File: config.mk
export PLATFORM = sky130hd
export DESIGN_NAME = sprite_path_mover
export DESIGN_NICKNAME = d
export VERILOG_FILES = /design/src/rtl/sprite_path_mover.sv
export SDC_FILE = /design/constraint.sdc
export NUM_CORES = 1
export LEC_CHECK = 0
export CAP_MARGIN = 30
export CELL_PAD_IN_SITES_DETAIL_PLACEMENT = 1
export CELL_PAD_IN_SITES_GLOBAL_PLACEMENT = 2
export CORE_MARGIN = 2
export CORE_UTILIZATION = 28
export DETAILED_ROUTE_END_ITERATION = 12
export GPL_TIMING_DRIVEN = 0
export PLACE_DENSITY = 0.9
export SLEW_MARGIN = 20
export SYNTH_ARGS = -nofsm -noshare
export SYNTH_HDL_FRONTEND = slang
export SYNTH_SLANG_ARGS = --single-unit
File: constraint.sdc
create_clock -name clock -period 9.1 [get_ports clock]
set_clock_uncertainty 0.05 [all_clocks]
set_input_delay 1.82 -clock clock [delete_from_list [all_inputs] [get_ports clock]]
set_output_delay 1.82 -clock clock [all_outputs]
set_load 0.01 [all_outputs]
File: src/rtl/sprite_path_mover.sv
// rtl/sprite_path_mover.sv - diagonal sprite stepper with walkway-band validation and drawer sequencing
// Steps once per rate tick, validates against seg_table and a teleport pad, then erases and redraws.
module sprite_path_mover #(
  parameter int X_W      = 9,
  parameter int Y_W      = 8,
  parameter int STEP     = 1,
  parameter int X_MAX    = 319,
  parameter int Y_MAX    = 239,
  parameter int RATE_DIV = 6250000,
  parameter int NUM_SEG  = 8,
  parameter int START_X  = 95,
  parameter int START_Y  = 221,
  parameter int TP_EN    = 1,
  parameter int TP_SRC_X = 120,
  parameter int TP_SRC_Y = 196,
  parameter int TP_DST_X = 126,
  parameter int TP_DST_Y = 68,
  localparam int C_W     = X_W + 1,
  localparam int SEG_W   = 1 + 2*C_W + 2*X_W
) (
  input  logic                     clock,
  input  logic                     reset,
  input  logic                     move,
  input  logic [1:0]               dir,
  input  logic [NUM_SEG*SEG_W-1:0] seg_table,
  input  logic                     doneBG,
  input  logic                     doneChar,
  output logic [X_W-1:0]           xCoordinate,
  output logic [Y_W-1:0]           yCoordinate,
  output logic                     drawBG,
  output logic                     drawChar,
  output logic                     busy,
  output logic                     blocked
);
  localparam int N_W   = C_W + 1;
  localparam int CNT_W = $clog2(RATE_DIV);

  typedef enum logic [2:0] {S_IDLE, S_CHECK, S_ERASE, S_UPDATE, S_DRAW} state_t;

  state_t           state;
  logic [1:0]       dir_q;
  logic             tp_q;
  logic [CNT_W-1:0] tick_cnt;
  logic             tick;

  assign tick = (tick_cnt == CNT_W'(RATE_DIV - 1));

  always_ff @(posedge clock or posedge reset) begin
    if (reset) begin
      tick_cnt <= '0;
    end else if (tick) begin
      tick_cnt <= '0;
    end else begin
      tick_cnt <= tick_cnt + CNT_W'(1);
    end
  end

  // Candidate is one bit wider than the key and signed so a step below 1 shows as negative.
  logic signed [N_W-1:0] cur_x, cur_y, step_s, new_x, new_y;
  assign cur_x  = $signed({{(N_W-X_W){1'b0}}, xCoordinate});
  assign cur_y  = $signed({{(N_W-Y_W){1'b0}}, yCoordinate});
  assign step_s = $signed(N_W'(STEP));
  assign new_x  = dir_q[0] ? cur_x - step_s : cur_x + step_s;
  assign new_y  = dir_q[1] ? cur_y - step_s : cur_y + step_s;

  logic in_bounds, tp_hit, seg_hit, valid;
  assign in_bounds = (new_x >= $signed(N_W'(1))) && (new_x <= $signed(N_W'(X_MAX))) &&
                     (new_y >= $signed(N_W'(1))) && (new_y <= $signed(N_W'(Y_MAX)));
  assign tp_hit    = (TP_EN != 0) && (new_x == $signed(N_W'(TP_SRC_X))) &&
                     (new_y == $signed(N_W'(TP_SRC_Y)));
  assign valid     = in_bounds && (tp_hit || seg_hit);

  logic [C_W-1:0]   key_x, key_y, key, c_lo, c_hi;
  logic [X_W-1:0]   x_min, x_max;
  logic [SEG_W-1:0] seg;
  assign key_x = new_x[C_W-1:0];
  assign key_y = new_y[C_W-1:0];

  // type 1 bands run the other diagonal, so the key is x - y offset by 2^Y_W to stay positive
  always_comb begin
    seg_hit = 1'b0;
    seg     = '0;
    c_lo    = '0;
    c_hi    = '0;
    x_min   = '0;
    x_max   = '0;
    key     = '0;
    for (int i = 0; i < NUM_SEG; i++) begin
      seg   = seg_table[i*SEG_W +: SEG_W];
      c_lo  = seg[SEG_W-2 -: C_W];
      c_hi  = seg[SEG_W-2-C_W -: C_W];
      x_min = seg[2*X_W-1 -: X_W];
      x_max = seg[X_W-1:0];
      key   = seg[SEG_W-1] ? key_x + C_W'(2**Y_W) - key_y : key_x + key_y;
      if (({1'b0, x_min} <= key_x) && (key_x <= {1'b0, x_max}) && (c_lo <= key) && (key <= c_hi))
        seg_hit = 1'b1;
    end
  end

  always_ff @(posedge clock or posedge reset) begin
    if (reset) begin
      state       <= S_IDLE;
      dir_q       <= 2'd0;
      tp_q        <= 1'b0;
      xCoordinate <= X_W'(START_X);
      yCoordinate <= Y_W'(START_Y);
      drawBG      <= 1'b0;
      drawChar    <= 1'b0;
      busy        <= 1'b0;
      blocked     <= 1'b0;
    end else begin
      blocked <= 1'b0;
      case (state)
        S_IDLE: begin
          if (tick && move) begin
            dir_q <= dir;
            busy  <= 1'b1;
            state <= S_CHECK;
          end
        end
        S_CHECK: begin
          if (valid) begin
            tp_q   <= tp_hit;
            drawBG <= 1'b1;
            state  <= S_ERASE;
          end else begin
            blocked <= 1'b1;
            busy    <= 1'b0;
            state   <= S_IDLE;
          end
        end
        S_ERASE: begin
          if (doneBG) begin
            drawBG <= 1'b0;
            state  <= S_UPDATE;
          end
        end
        S_UPDATE: begin
          xCoordinate <= tp_q ? X_W'(TP_DST_X) : new_x[X_W-1:0];
          yCoordinate <= tp_q ? Y_W'(TP_DST_Y) : new_y[Y_W-1:0];
          tp_q        <= 1'b0;
          drawChar    <= 1'b1;
          state       <= S_DRAW;
        end
        S_DRAW: begin
          if (doneChar) begin
            drawChar <= 1'b0;
            busy     <= 1'b0;
            state    <= S_IDLE;
          end
        end
        default: state <= S_IDLE;
      endcase
    end
  end
endmodule

=== Word-level counts from Yosys, hierarchy flattened ===
Cells that the tools add are included.

* Equal/unequal tests: 12
* Reduce and logical (&&, ||, !) cells: 42
* Add/sub/neg operators: 8
* Multiplexer cells: 38
* $lt $le $gt $ge: 36

{| class="wikitable"
|+ Operator list
! cell !! number
|-
| 10-bit <= comparator || 16
|-
| 10-bit by 9-bit <= comparator with 1-bit output || 8
|-
| 9-bit by 10-bit <= comparator with 1-bit output || 8
|-
| 10-bit two-way mux || 8
|-
| 1-bit logical AND || 30
|-
| 23-bit by 1-bit adder with 23-bit output, second input constant || 1
|-
| 23-bit == test, second input constant || 1
|-
| 23-bit two-way mux || 1
|-
| 11-bit by 2-bit >= comparator with 1-bit output, second input constant || 2
|-
| 11-bit two-way mux || 2
|-
| 1-bit two-way mux || 16
|-
| 3-bit case mux with 5 select lines || 1
|-
| 11-bit by 8-bit == test with 1-bit output, second input constant || 1
|-
| 11-bit by 9-bit == test with 1-bit output, second input constant || 1
|-
| 11-bit by 10-bit <= comparator with 1-bit output, second input constant || 1
|-
| 11-bit by 9-bit <= comparator with 1-bit output, second input constant || 1
|-
| 10-bit adder || 1
|-
| 10-bit by 9-bit adder with 10-bit output, second input constant || 1
|-
| 9-bit by 1-bit adder with 10-bit output, second input constant || 1
|-
| 2-bit inequality test, second input constant || 5
|-
| 10-bit subtractor || 1
|-
| 9-bit by 1-bit subtractor with 10-bit output, second input constant || 1
|-
| 8-bit by 1-bit adder with 9-bit output, second input constant || 1
|-
| 3-bit two-way mux || 3
|-
| 16 further kinds || 24
|}

* Output and inout bits: 21
* Register bits: 50
* Input bits: 319

=== Longest topological paths before layout ===
Gate-level depths: netlist of run 1.

* Depth after elaboration: 20
* Mapped depth: 29
* Mapped depth without buffers: 29

=== Worst setup path before layout of run 1 ===
Ideal clock, no wire load.

* Path kind: reg2reg
* Start: reg xCoordinate[0]
* End: reg tp_q
* Arrival: 6.238 ns
* Slack: 2.693 ns
* Period minus slack after synthesis: 6.407 ns
* Cell stages (with the launch flop): 28
* Data required time: 8.930 ns
* Path buffers: 0
* Library setup time: 0.120 ns
* Cells stage by stage: dfstp_2 inv_1 ha_1 a21oi_1 xor2_1 inv_1 ha_1 inv_1 ha_1 inv_1 o21bai_1 a21oi_1 o21bai_1 a21o_1 a21oi_1 xnor2_1 nand2_1 o21a_1 ha_1 nand2_1 nor3_1 or4_1 a21oi_1 or4_1 a211oi_1 a2111oi_1 a41o_2 a31o_1

* Cells in the longest elaborated chain, start to end: 20
* Elaborated cells on any way between the ends: 91
* Classes of those cells: add/sub (5); order compare (34); eq/ne (2); mux (19); reduce/logical (31)

{| class="wikitable"
|+ RTL lines
! item !! RTL line !! source
|-
| from (decl) || 28 || <nowiki>output logic [X_W-1:0] xCoordinate,</nowiki>
|-
| from (signal assigned) || 105 || <nowiki>xCoordinate <= X_W'(START_X);</nowiki>
|-
| from (signal assigned) || 139 || <nowiki>xCoordinate <= tp_q ? X_W'(TP_DST_X) : new_x[X_W-1:0];</nowiki>
|-
| 9-bit by 1-bit adder with 10-bit output or 9-bit by 1-bit subtractor with 10-bit output (tied branches) || 63 || <nowiki>assign new_x = dir_q[0] ? cur_x - step_s : cur_x + step_s;</nowiki>
|-
| 11-bit two-way mux (*) || 63 ||
|-
| 10-bit by 9-bit adder with 10-bit output || 94 || <nowiki>key = seg[SEG_W-1] ? key_x + C_W'(2**Y_W) - key_y : key_x + key_y;</nowiki>
|-
| 10-bit subtractor || 94 ||
|-
| 10-bit two-way mux || 94 ||
|-
| 10-bit <= comparator || 95 || <nowiki>if (({1'b0, x_min} <= key_x) && (key_x <= {1'b0, x_max}) && (c_lo <= key) && (key <= c_hi))</nowiki>
|-
| 1-bit logical AND (2 in series) || 95 ||
|-
| 1-bit two-way mux (8 in series) || 95 ||
|-
| 1-bit logical OR || 71 || <nowiki>assign valid = in_bounds && (tp_hit || seg_hit);</nowiki>
|-
| 1-bit logical AND || 71 ||
|-
| 2-bit inequality test (no line) || n/a ||
|-
| 2-bit AND reduction (no line) || n/a ||
|-
| to (signal assigned) || 123 || <nowiki>tp_q <= tp_hit;</nowiki>
|-
| to (decl) || 42 || <nowiki>logic tp_q;</nowiki>
|}

Mark *: on every way between the ends. The rest lies on a longest branch, timed or not. The select of a mux whose other input is x is not followed.
A chain may end at the register's enable or synchronous reset.

=== Worst setup path after layout of run 1 ===
* Start: reg xCoordinate[0]
* End: reg state[1]

* Cells in the longest elaborated chain, start to end: 20
* Elaborated cells on any way between the ends: 89
* Classes of those cells: add/sub (5); order compare (34); eq/ne (1); mux (19); reduce/logical (30)

{| class="wikitable"
|+ RTL lines
! item !! RTL line !! source
|-
| 9-bit by 1-bit adder with 10-bit output or 9-bit by 1-bit subtractor with 10-bit output (tied branches) || 63 ||
|-
| 11-bit two-way mux (*) || 63 ||
|-
| 10-bit by 9-bit adder with 10-bit output || 94 ||
|-
| 10-bit subtractor || 94 ||
|-
| 10-bit two-way mux || 94 ||
|-
| 10-bit <= comparator || 95 ||
|-
| 1-bit logical AND (2 in series) || 95 ||
|-
| 1-bit two-way mux (8 in series) || 95 ||
|-
| 1-bit logical OR || 71 ||
|-
| 1-bit logical AND (*) || 71 ||
|-
| 2-bit two-way mux (*) || 122 || <nowiki>if (valid) begin</nowiki>
|-
| 3-bit case mux with 5 select lines (*) || 113 || <nowiki>case (state)</nowiki>
|-
| to (signal assigned) || 118 || <nowiki>state <= S_CHECK;</nowiki>
|-
| to (signal assigned) || 125 || <nowiki>state <= S_ERASE;</nowiki>
|-
| to (signal assigned) || 129 || <nowiki>state <= S_IDLE;</nowiki>
|-
| to (decl) || 40 || <nowiki>state_t state;</nowiki>
|}

Mark *: on every way between the ends. The rest lies on a longest branch, timed or not.

==> metrics.txt, run 1 <==
Psw 3500 µW; #FFs+latches synth 50; clock share of power 0.032; initial core utilization 0.283; CTS Hold Bufs 0; Fin. Hold Viols 0; WL per Instance 20.0 µm; Post-Syn Instances 1,605; Post-CTS Setup Bufs 0; post_cts resized 0; CTS tree done; sequential share of the synthesized area 0.104; Syn Area/Cell 7.56 µm²; PD cells 368 nW/µm²; largest net degree at the start of global routing 33; R2R Path End state[1]; static leakage 0.00790 µW; Worst R2R Start xCoordinate[0]; DR pass1 iterations 5; Post-Syn Area 12,100 µm²; Die Area 45,000 µm²; pin slew with the least headroom to its limit 0.966 ns; number of global-route vias before repair 14,200; Worst Hold Launch tick_cnt[0]; Worst-Skew Late Latency 0.29 ns; Total Routing Usage GR 0.222; H-tree level count 2; Switching Share 0.573; CP startpoint kind register; hold endpoint tick_cnt[0]; Max Cap Viol 0; final core occ 0.387; Worst setup EP type register; Critical Path AT 8.44 ns; Setup-failing EPs final 0; Die Y 212 µm; Final Cell Area 16,600 µm²; die width 212 µm; Placed Cells incl. Taps 2,540; antenna viol nets, final 0; gpl congestion 0.838; top_reg_cell synth dfrtp_1; Slew Limit Fails 0; fin crit period 8.32 ns; number of synthesized flops with an enable pin 0; Site Rows 76; fmax 120 MHz; worst-path fanout max 17; Critical Path RT 9.22 ns; Non-Filler Instances 2,554; Vias 13,200; initial antenna violation count 8; Worst IR Drop VDD 0.000269 V; Tcrit/Tclk final 0.915; Synth Warn # 0; via density per instance 5.16; hold depth 1; Ports 340; Clock Path Buffers 2; crit path buf inv count 6; total grt overflow 0; root buffer cell clkbuf_16; run status completed; Max-slew headroom 0.352; P_int 2610 µW; DR iter-0 viols 466; CTS Sinks 50; global-route wire length before repair 77,900 µm; worst hold path type register to register; reg2reg path depth 28; RSZ-0062 raised after global routing no; combinational share of power 0.914; Crit path max-delay family compound AO/OA/AOI/OAI gates; nets 2,603; Seq pwr share 0.054; Port Buffers 331; # DRC 0; number of distinct library cells after synthesis 79; CP max stage delay 0.89 ns; Slowest-stage cell, CP dfstp_2; Async SR Flop Fraction 1.00; syn nets 2,244; layout cells sized above 1 0.0422; crit path from xCoordinate[0]; Final HPWL DP 43,700 µm; Layout area overhead 36.8%; CTS buffer count 5; post-place instance area 16,400 µm²; clk slew on worst S/H paths 0.07 ns; Crit Path Class register to register; WL final 51,000 µm; Core Region 42,900 µm²; setup slack, reg-to-reg 0.78 ns
## metrics by stage
step	setup slack, ns	hold slack, ns	total power, µW	setup TNS (ns)
after CTS	0.512	0.419	6090	0
after global routing	0.171	0.452	6850	0
after global placement	-0.820	0.398	5430	-4.06
final	0.776	0.416	6100	0
after detailed placement	0.531	0.410	5850	0
after floorplan	2.69	0.375	3850	0
## final cells by class
cell class | instances | area, µm²
Timing Repair Buffer | 352 | 3510
Clock buffer | 6 | 139
Inverter | 261 | 980
Multi-Input combinational cell | 1252 | 9760
Buffer | 42 | 185
Fill cell | 5229 | 26300
Antenna cell | 4 | 10.0
Tap cell | 585 | 732
Clock inverter | 2 | 17.5
Sequential cell | 50 | 1270
## synthesized netlist by cell type (8+ instances only)
library cell  instances  area share
o21ai_0              95       0.039
o21bai_1              9      0.0056
mux2i_1              20       0.017
nand2b_1             13      0.0067
dfstp_2              12       0.026
nor2b_1              19      0.0098
inv_1               259       0.080
o211ai_1             12      0.0074
a21oi_1             113       0.047
a211oi_1             26       0.016
nor4_1               13      0.0067
nand3_1              45       0.019
nand2_1             130       0.040
o21a_1               60       0.037
a21o_1               20       0.012
clkbuf_1             27      0.0084
nor3_1               25       0.010
dfrtp_1              38       0.078
ha_1                318        0.33
or4_1                 8      0.0050
or3_1                 8      0.0041
xor2_1               28       0.020
nand4_1              56       0.029
xnor2_1              36       0.026
nor2_1               80       0.025
## metal layers
metal	vias up	wire, µm	global-route usage
met5	-	63	0
met4	8	1000	0.0461
met3	72	2640	0.0375
met2	343	25300	0.414
met1	6328	22000	0.265
li1	6423	-	-
## cell families after synthesis
kind of cell	count (synthesis)	synth area share
simple gates	434	0.180
flops	50	0.104
compound gates	402	0.212
buf+inv	303	0.0960
xor+xnor	68	0.0535
fa+ha+maj	326	0.336
mux	22	0.0184
## sequential cells by signal, indices dropped and copies added, names as in the netlist
| register | flops |
|---|---|
| xCoordinate | 9 |
| drawChar | 1 |
| state | 3 |
| drawBG | 1 |
| blocked | 1 |
| busy | 1 |
| yCoordinate | 8 |
| tp_q | 1 |
| tick_cnt | 23 |
| dir_q | 2 |
## power groups by stage
stage                     clock, µW  combinational, µW  sequential, µW
after floorplan                   0               3530             320
after global placement            0               5100             331
after detailed placement          0               5520             333
after CTS                       202               5550             330
after global routing            210               6310             336
final                           195               5580             330
## placed cells by master, fill, tap and decap left out, types with 19 or more instances in the layout
| cell type | instances |
|---|---|
| nor2_1 | 80 |
| a211oi_1 | 26 |
| a21oi_1 | 113 |
| ha_1 | 318 |
| dfrtp_1 | 38 |
| nand3_1 | 45 |
| nor3_1 | 25 |
| a21o_1 | 20 |
| inv_1 | 258 |
| clkdlybuf4s50_1 | 331 |
| o21ai_0 | 95 |
| nor2b_1 | 19 |
| xor2_1 | 23 |
| nand2_1 | 130 |
| o21a_1 | 60 |
| clkbuf_1 | 27 |
| nand4_1 | 56 |
| mux2i_1 | 20 |
| xnor2_1 | 33 |
## how the worst max path moves through the flow
stage	end	slack (ns)	depth (start not counted)
finish	state[1]	0.78	28
floorplan	tp_q	2.69	27
global route	tp_q	0.17	27
detailed placement	state[1]	0.53	28
global placement	state[1]	-0.82	27
CTS	state[1]	0.51	28
No activity file was read; power rests on OpenSTA's default activity.
==> inputs of run 2 (changes only) <==
--- a/config.mk
+++ b/config.mk
@@ -13,6 +13,7 @@
 export DETAILED_ROUTE_END_ITERATION = 12
 export GPL_TIMING_DRIVEN = 0
 export PLACE_DENSITY = 0.9
+export REMOVE_ABC_BUFFERS = 1
 export SLEW_MARGIN = 20
 export SYNTH_ARGS = -nofsm -noshare
 export SYNTH_HDL_FRONTEND = slang
==> metrics.txt, run 2 (same netlist as run 1, synthesis figures left out) <==
worst slack, placed -0.167 ns (-0.698 ns); Vias 13,000 (-1.6%); H-tree level count 2 (unchanged); Crit path max-delay family compound AO/OA/AOI/OAI gates; Max-slew headroom 0.408 (+0.0566); Non-Filler Instances 2,515 (-1.5%); crit path buf inv count 4 (-2); Worst R2R Start xCoordinate[0]; Final WS setup 0.596 ns (-0.180 ns); Worst-Skew Late Latency 0.29 ns (about the same); fin crit period 8.50 ns (+0.180 ns); number of global-route vias before repair 13,900 (-1.9%); DR iter-0 viols 529 (+14%); worst hold path type register to register; initial core utilization 0.283 (unchanged); Ports 340 (unchanged); fmax 118 MHz (-2.1%); Worst Hold Launch tick_cnt[0]; Slowest-stage cell, CP dfstp_2; Core Region 42,900 µm² (unchanged); Placed Cells incl. Taps 2,503 (-1.5%); Final HPWL DP 42,500 µm (-2.8%); hold depth 1 (unchanged); Setup-failing EPs final 0 (unchanged); RSZ-0062 raised after global routing no; Tcrit/Tclk final 0.935 (+0.0198); commonest cells after routing, fill and taps aside 339 x clkdlybuf4s50_1, 318 x ha_1, 258 x inv_1; nets 2,565 (-1.5%); largest net degree at the start of global routing 36 (+9.1%); layout cells sized above 1 0.0405 (-0.00176); clk slew on worst S/H paths 0.07 ns (about the same); antenna viol nets, final 0 (unchanged); CP startpoint kind register; most common cell after layout, fill and taps aside clkdlybuf4s50_1; PD cells 365 nW/µm² (-0.69%); die width 212 µm (unchanged); Worst setup EP type register; static leakage 0.00787 µW (-0.34%); CTS buffer count 5 (unchanged); hold endpoint tick_cnt[0]; CP max stage delay 0.87 ns (-0.02 ns); Die Y 212 µm (unchanged); Fin. Hold Viols 0 (unchanged); final core occ 0.386 (-0.000584); register with the most flip-flops tick_cnt; run status completed; CTS tree done; WL per Instance 20.0 µm (+0.34%); Die Area 45,000 µm² (unchanged); pin slew with the least headroom to its limit 0.876 ns (-0.0905 ns); Slew Limit Fails 0 (unchanged); Critical Path RT 9.23 ns (about the same); R2R Path End tp_q; # DRC 0 (unchanged); Top Registers tick_cnt: 23 flops, xCoordinate: 9 flops, yCoordinate: 8 flops; Site Rows 76 (unchanged); CTS Sinks 50 (unchanged); Worst IR Drop VDD 0.000276 V (+2.6%); Clock Path Buffers 2 (unchanged); Layout area overhead 36.6%; setup slack, reg-to-reg 0.60 ns (-0.18 ns); via density per instance 5.16 (about the same); global-route wire length before repair 76,600 µm (-1.7%); worst-path fanout max 18 (+1); Crit Path Class register to register; DR pass1 iterations 5 (unchanged); Critical Path AT 8.63 ns (+0.19 ns); initial antenna violation count 6 (-2); total grt overflow 0 (unchanged); Total Routing Usage GR 0.220 (-0.00248); max FFs per register 23 (unchanged); Max Cap Viol 0 (unchanged); WL final 50,400 µm (-1.2%); gpl congestion 0.859 (+2.4%); reg2reg path depth 27 (-3.6%); root buffer cell clkbuf_16; Port Buffers 339 (+2.4%)
[run 2: worst reg2reg max path, cell delays in order, from the launching register on]
cell       delay, ns
dfstp_2         0.87
inv_1           0.54
ha_1            0.45
a21oi_1         0.33
xor2_4          0.52
inv_1           0.47
ha_1            0.49
inv_1           0.06
ha_1            0.31
inv_1           0.06
o21bai_1        0.22
a21oi_1         0.10
o21bai_1        0.26
a21o_1          0.16
a21oi_1         0.13
xnor2_4         0.52
nand2_1         0.15
o21a_1          0.15
ha_1            0.29
nand2_1         0.08
nor3_1          0.25
or4_1           0.15
a21oi_1         0.04
or4_1           0.62
a211oi_1        0.37
a2111oi_1       0.15
a41o_2          0.39
a31o_1          0.23
[run 2: layout make-up]
type	count	area (µm²)
Fill cell	5197	26300
Multi-Input combinational cell	1252	9850
Timing Repair Buffer	356	3590
Sequential cell	50	1270
Inverter	261	980
Tap cell	585	732
Clock buffer	6	129
Clock inverter	2	13.8
Antenna cell	3	7.51
[run 2: timing repair]
item / CTS / global route
endpoints found under the setup margin: 5 / 5
buffers inserted: 0 / 0
resized for setup: 1 / 1
pin swaps: 0 / 0
hold buffers: 0 / 0
[run 2: routing by layer]
layer  GRT usage  wire length, µm
met1       0.259            21600
met2       0.417            25200
met3      0.0343             2740
met4      0.0420              769
met5           0               31
[run 2: worst max path at each step]
stage / start / endpoint / slack, ns / cells after the start
2_1_floorplan: xCoordinate[0] / tp_q / 2.67 / 27
6_report: xCoordinate[0] / tp_q / 0.60 / 27
5_1_grt: xCoordinate[0] / tp_q / 0.01 / 27
4_1_cts: xCoordinate[0] / state[1] / 0.08 / 27
3_3_place_gp: xCoordinate[0] / state[1] / -0.87 / 27
3_5_place_dp: xCoordinate[0] / state[1] / -0.17 / 27
[run 2: through the flow]
stage                     TNS [ns]  hold WS, ns  instance area (µm²)  power, µW
final                            0        0.409                16600       6050
after global routing             0        0.429                16600       6800
after CTS                        0        0.412                16500       6120
after detailed placement    -0.750        0.404                16400       5890
after global placement       -4.29        0.388                16100       5440
after floorplan                  0        0.375                11900       3830
[run 2: power by group]
group | internal [µW] | switching [µW] | total (µW)
registers | 267 | 82.6 | 349
clock network | 102 | 80.4 | 182
logic | 2200 | 3320 | 5520
total | 2570 | 3480 | 6050
==> inputs of run 3 (changes only) <==
--- a/config.mk
+++ b/config.mk
@@ -14,6 +14,7 @@
 export GPL_TIMING_DRIVEN = 0
 export PLACE_DENSITY = 0.9
 export REMOVE_ABC_BUFFERS = 1
+export SKIP_CTS_REPAIR_TIMING = 1
 export SLEW_MARGIN = 20
 export SYNTH_ARGS = -nofsm -noshare
 export SYNTH_HDL_FRONTEND = slang
==> metrics.txt, run 3 (same netlist as run 1, synthesis figures left out) <==
run status completed; reg2reg path depth 27 (unchanged); P_int 2570 µW (about the same); Crit Path Class register to register; global-route wire length before repair 76,600 µm (about the same); Slowest-stage cell, CP dfstp_2; Total Routing Usage GR 0.219 (about the same); Vias 13,000 (-0.077%); worst hold path type register to register; initial antenna violation count 6 (unchanged); via density per instance 5.15 (about the same); Die Y 212 µm (unchanged); total grt overflow 0 (unchanged); Port Buffers 339 (unchanged); # DRC 0 (unchanged); Final Power 6060 µW (about the same); pin slew with the least headroom to its limit 0.927 ns (+0.0513 ns); Max Cap Viol 0 (unchanged); antenna viol nets, final 0 (unchanged); fmax 118 MHz (+0.15%); fin crit period 8.49 ns (-0.0132 ns); Worst setup EP type register; Layout area overhead 36.6% (unchanged); nets 2,565 (unchanged); clock share of power 0.030 (about the same); Max-slew headroom 0.374 (-0.0347); initial core utilization 0.283 (unchanged); commonest cells after routing, fill and taps aside 339 x clkdlybuf4s50_1, 318 x ha_1, 258 x inv_1; static leakage 0.00787 µW (unchanged); Site Rows 76 (unchanged); CTS tree done; DR iter-0 viols 471 (-11%); CP max stage delay 0.87 ns (about the same); RSZ-0062 raised after global routing no; H-tree level count 2 (unchanged); combinational share of power 0.912 (about the same); clk slew on worst S/H paths 0.07 ns (about the same); Tcrit/Tclk final 0.933 (-0.00145); Worst IR Drop VDD 0.000277 V (+0.37%); Top Registers tick_cnt: 23 flops, xCoordinate: 9 flops, yCoordinate: 8 flops; Worst-Skew Late Latency 0.29 ns (about the same); Switching Share 0.576 (about the same); Core Region 42,900 µm² (unchanged); Critical Path RT 9.23 ns (about the same); hold depth 1 (unchanged); worst-path fanout max 18 (unchanged); largest net degree at the start of global routing 36 (unchanged); Setup-failing EPs final 0 (unchanged); most common cell after layout, fill and taps aside clkdlybuf4s50_1; Critical Path AT 8.62 ns (about the same); Final HPWL DP 42,500 µm (unchanged); WL per Instance 20.0 µm (about the same); max FFs per register 23 (unchanged); gpl congestion 0.859 (unchanged); DR pass1 iterations 5 (unchanged); Ports 340 (unchanged); WL final 50,400 µm (about the same); die width 212 µm (unchanged); PD cells 366 nW/µm² (about the same); Seq pwr share 0.058 (about the same); CTS Sinks 50 (unchanged); register with the most flip-flops tick_cnt; Die Area 45,000 µm² (unchanged); number of global-route vias before repair 13,900 (+0.022%); root buffer cell clkbuf_16; worst hold margin 0.408 ns (-0.000652 ns); layout cells sized above 1 0.0405 (unchanged); Clock Path Buffers 2 (unchanged); Psw 3490 µW (+0.12%); CP startpoint kind register; CTS buffer count 5 (unchanged); Slew Limit Fails 0 (unchanged); Fin. Hold Viols 0 (unchanged)
run 3: final cells by class:
type	count	area, µm²
inverters	261	980
fillers	5197	26300
well taps	585	732
repair buffers	356	3590
diodes	3	7.51
clock buffers	6	129
clock inverters	2	13.8
flip-flops and latches	50	1270
multi-input cells	1252	9850
run 3: metrics by stage:
| stage | setup slack (ns) | instance area (µm²) | util | std cells | TNS (ns) |
|---|---|---|---|---|---|
| 5_1_grt | 0.0107 | 16600 | 0.386 | 2515 | 0 |
| 4_1_cts | -0.225 | 16500 | 0.385 | 2511 | -1.05 |
| 3_5_place_dp | -0.167 | 16400 | 0.382 | 2503 | -0.750 |
| 6_report | 0.609 | 16600 | 0.386 | 2515 | 0 |
| 3_3_place_gp | -0.867 | 16100 | 0.375 | 2487 | -4.29 |
| 2_1_floorplan | 2.67 | 11900 | - | 1563 | 0 |
run 3: path summary, 6_finish.rpt:
kind,endpoint,slack [ns],startpoint
max,tp_q,0.61,xCoordinate[0]
min,tick_cnt[0],0.41,tick_cnt[0]
max reg2reg,tp_q,0.61,xCoordinate[0]
min reg2reg,tick_cnt[0],0.41,tick_cnt[0]
max in group asynchronous,xCoordinate[2],6.64,reset
min in group asynchronous,drawChar,1.77,reset
run 3: layer usage:
| metal | part of all wire | up-vias | global-route usage |
|---|---|---|---|
| li1 | - | 6359 | - |
| met1 | 0.43 | 6223 | 0.258 |
| met2 | 0.50 | 326 | 0.417 |
| met3 | 0.055 | 45 | 0.0355 |
| met4 | 0.015 | 4 | 0.0420 |
| met5 | 0.00062 | - | 0 |
run 3: worst max-delay path: cells and delay by family, from the launching register on:
family | cells | cell delay [ns]
AO/OA/AOI/OAI | 12 | 2.53
flip-flops | 1 | 0.87
XOR/XNOR | 2 | 1.03
AND/OR/NAND/NOR | 5 | 1.24
buffers and inverters | 4 | 1.11
adder cells (fa/ha/maj) | 4 | 1.53
run 3: power by group through the flow:
stage	Combinational, µW	Sequential (µW)	Clock, µW
finish	5520	350	184
global route	6250	356	194
CTS	5580	348	187
detailed placement	5540	351	0
global placement	5100	345	0
floorplan	3500	331	0
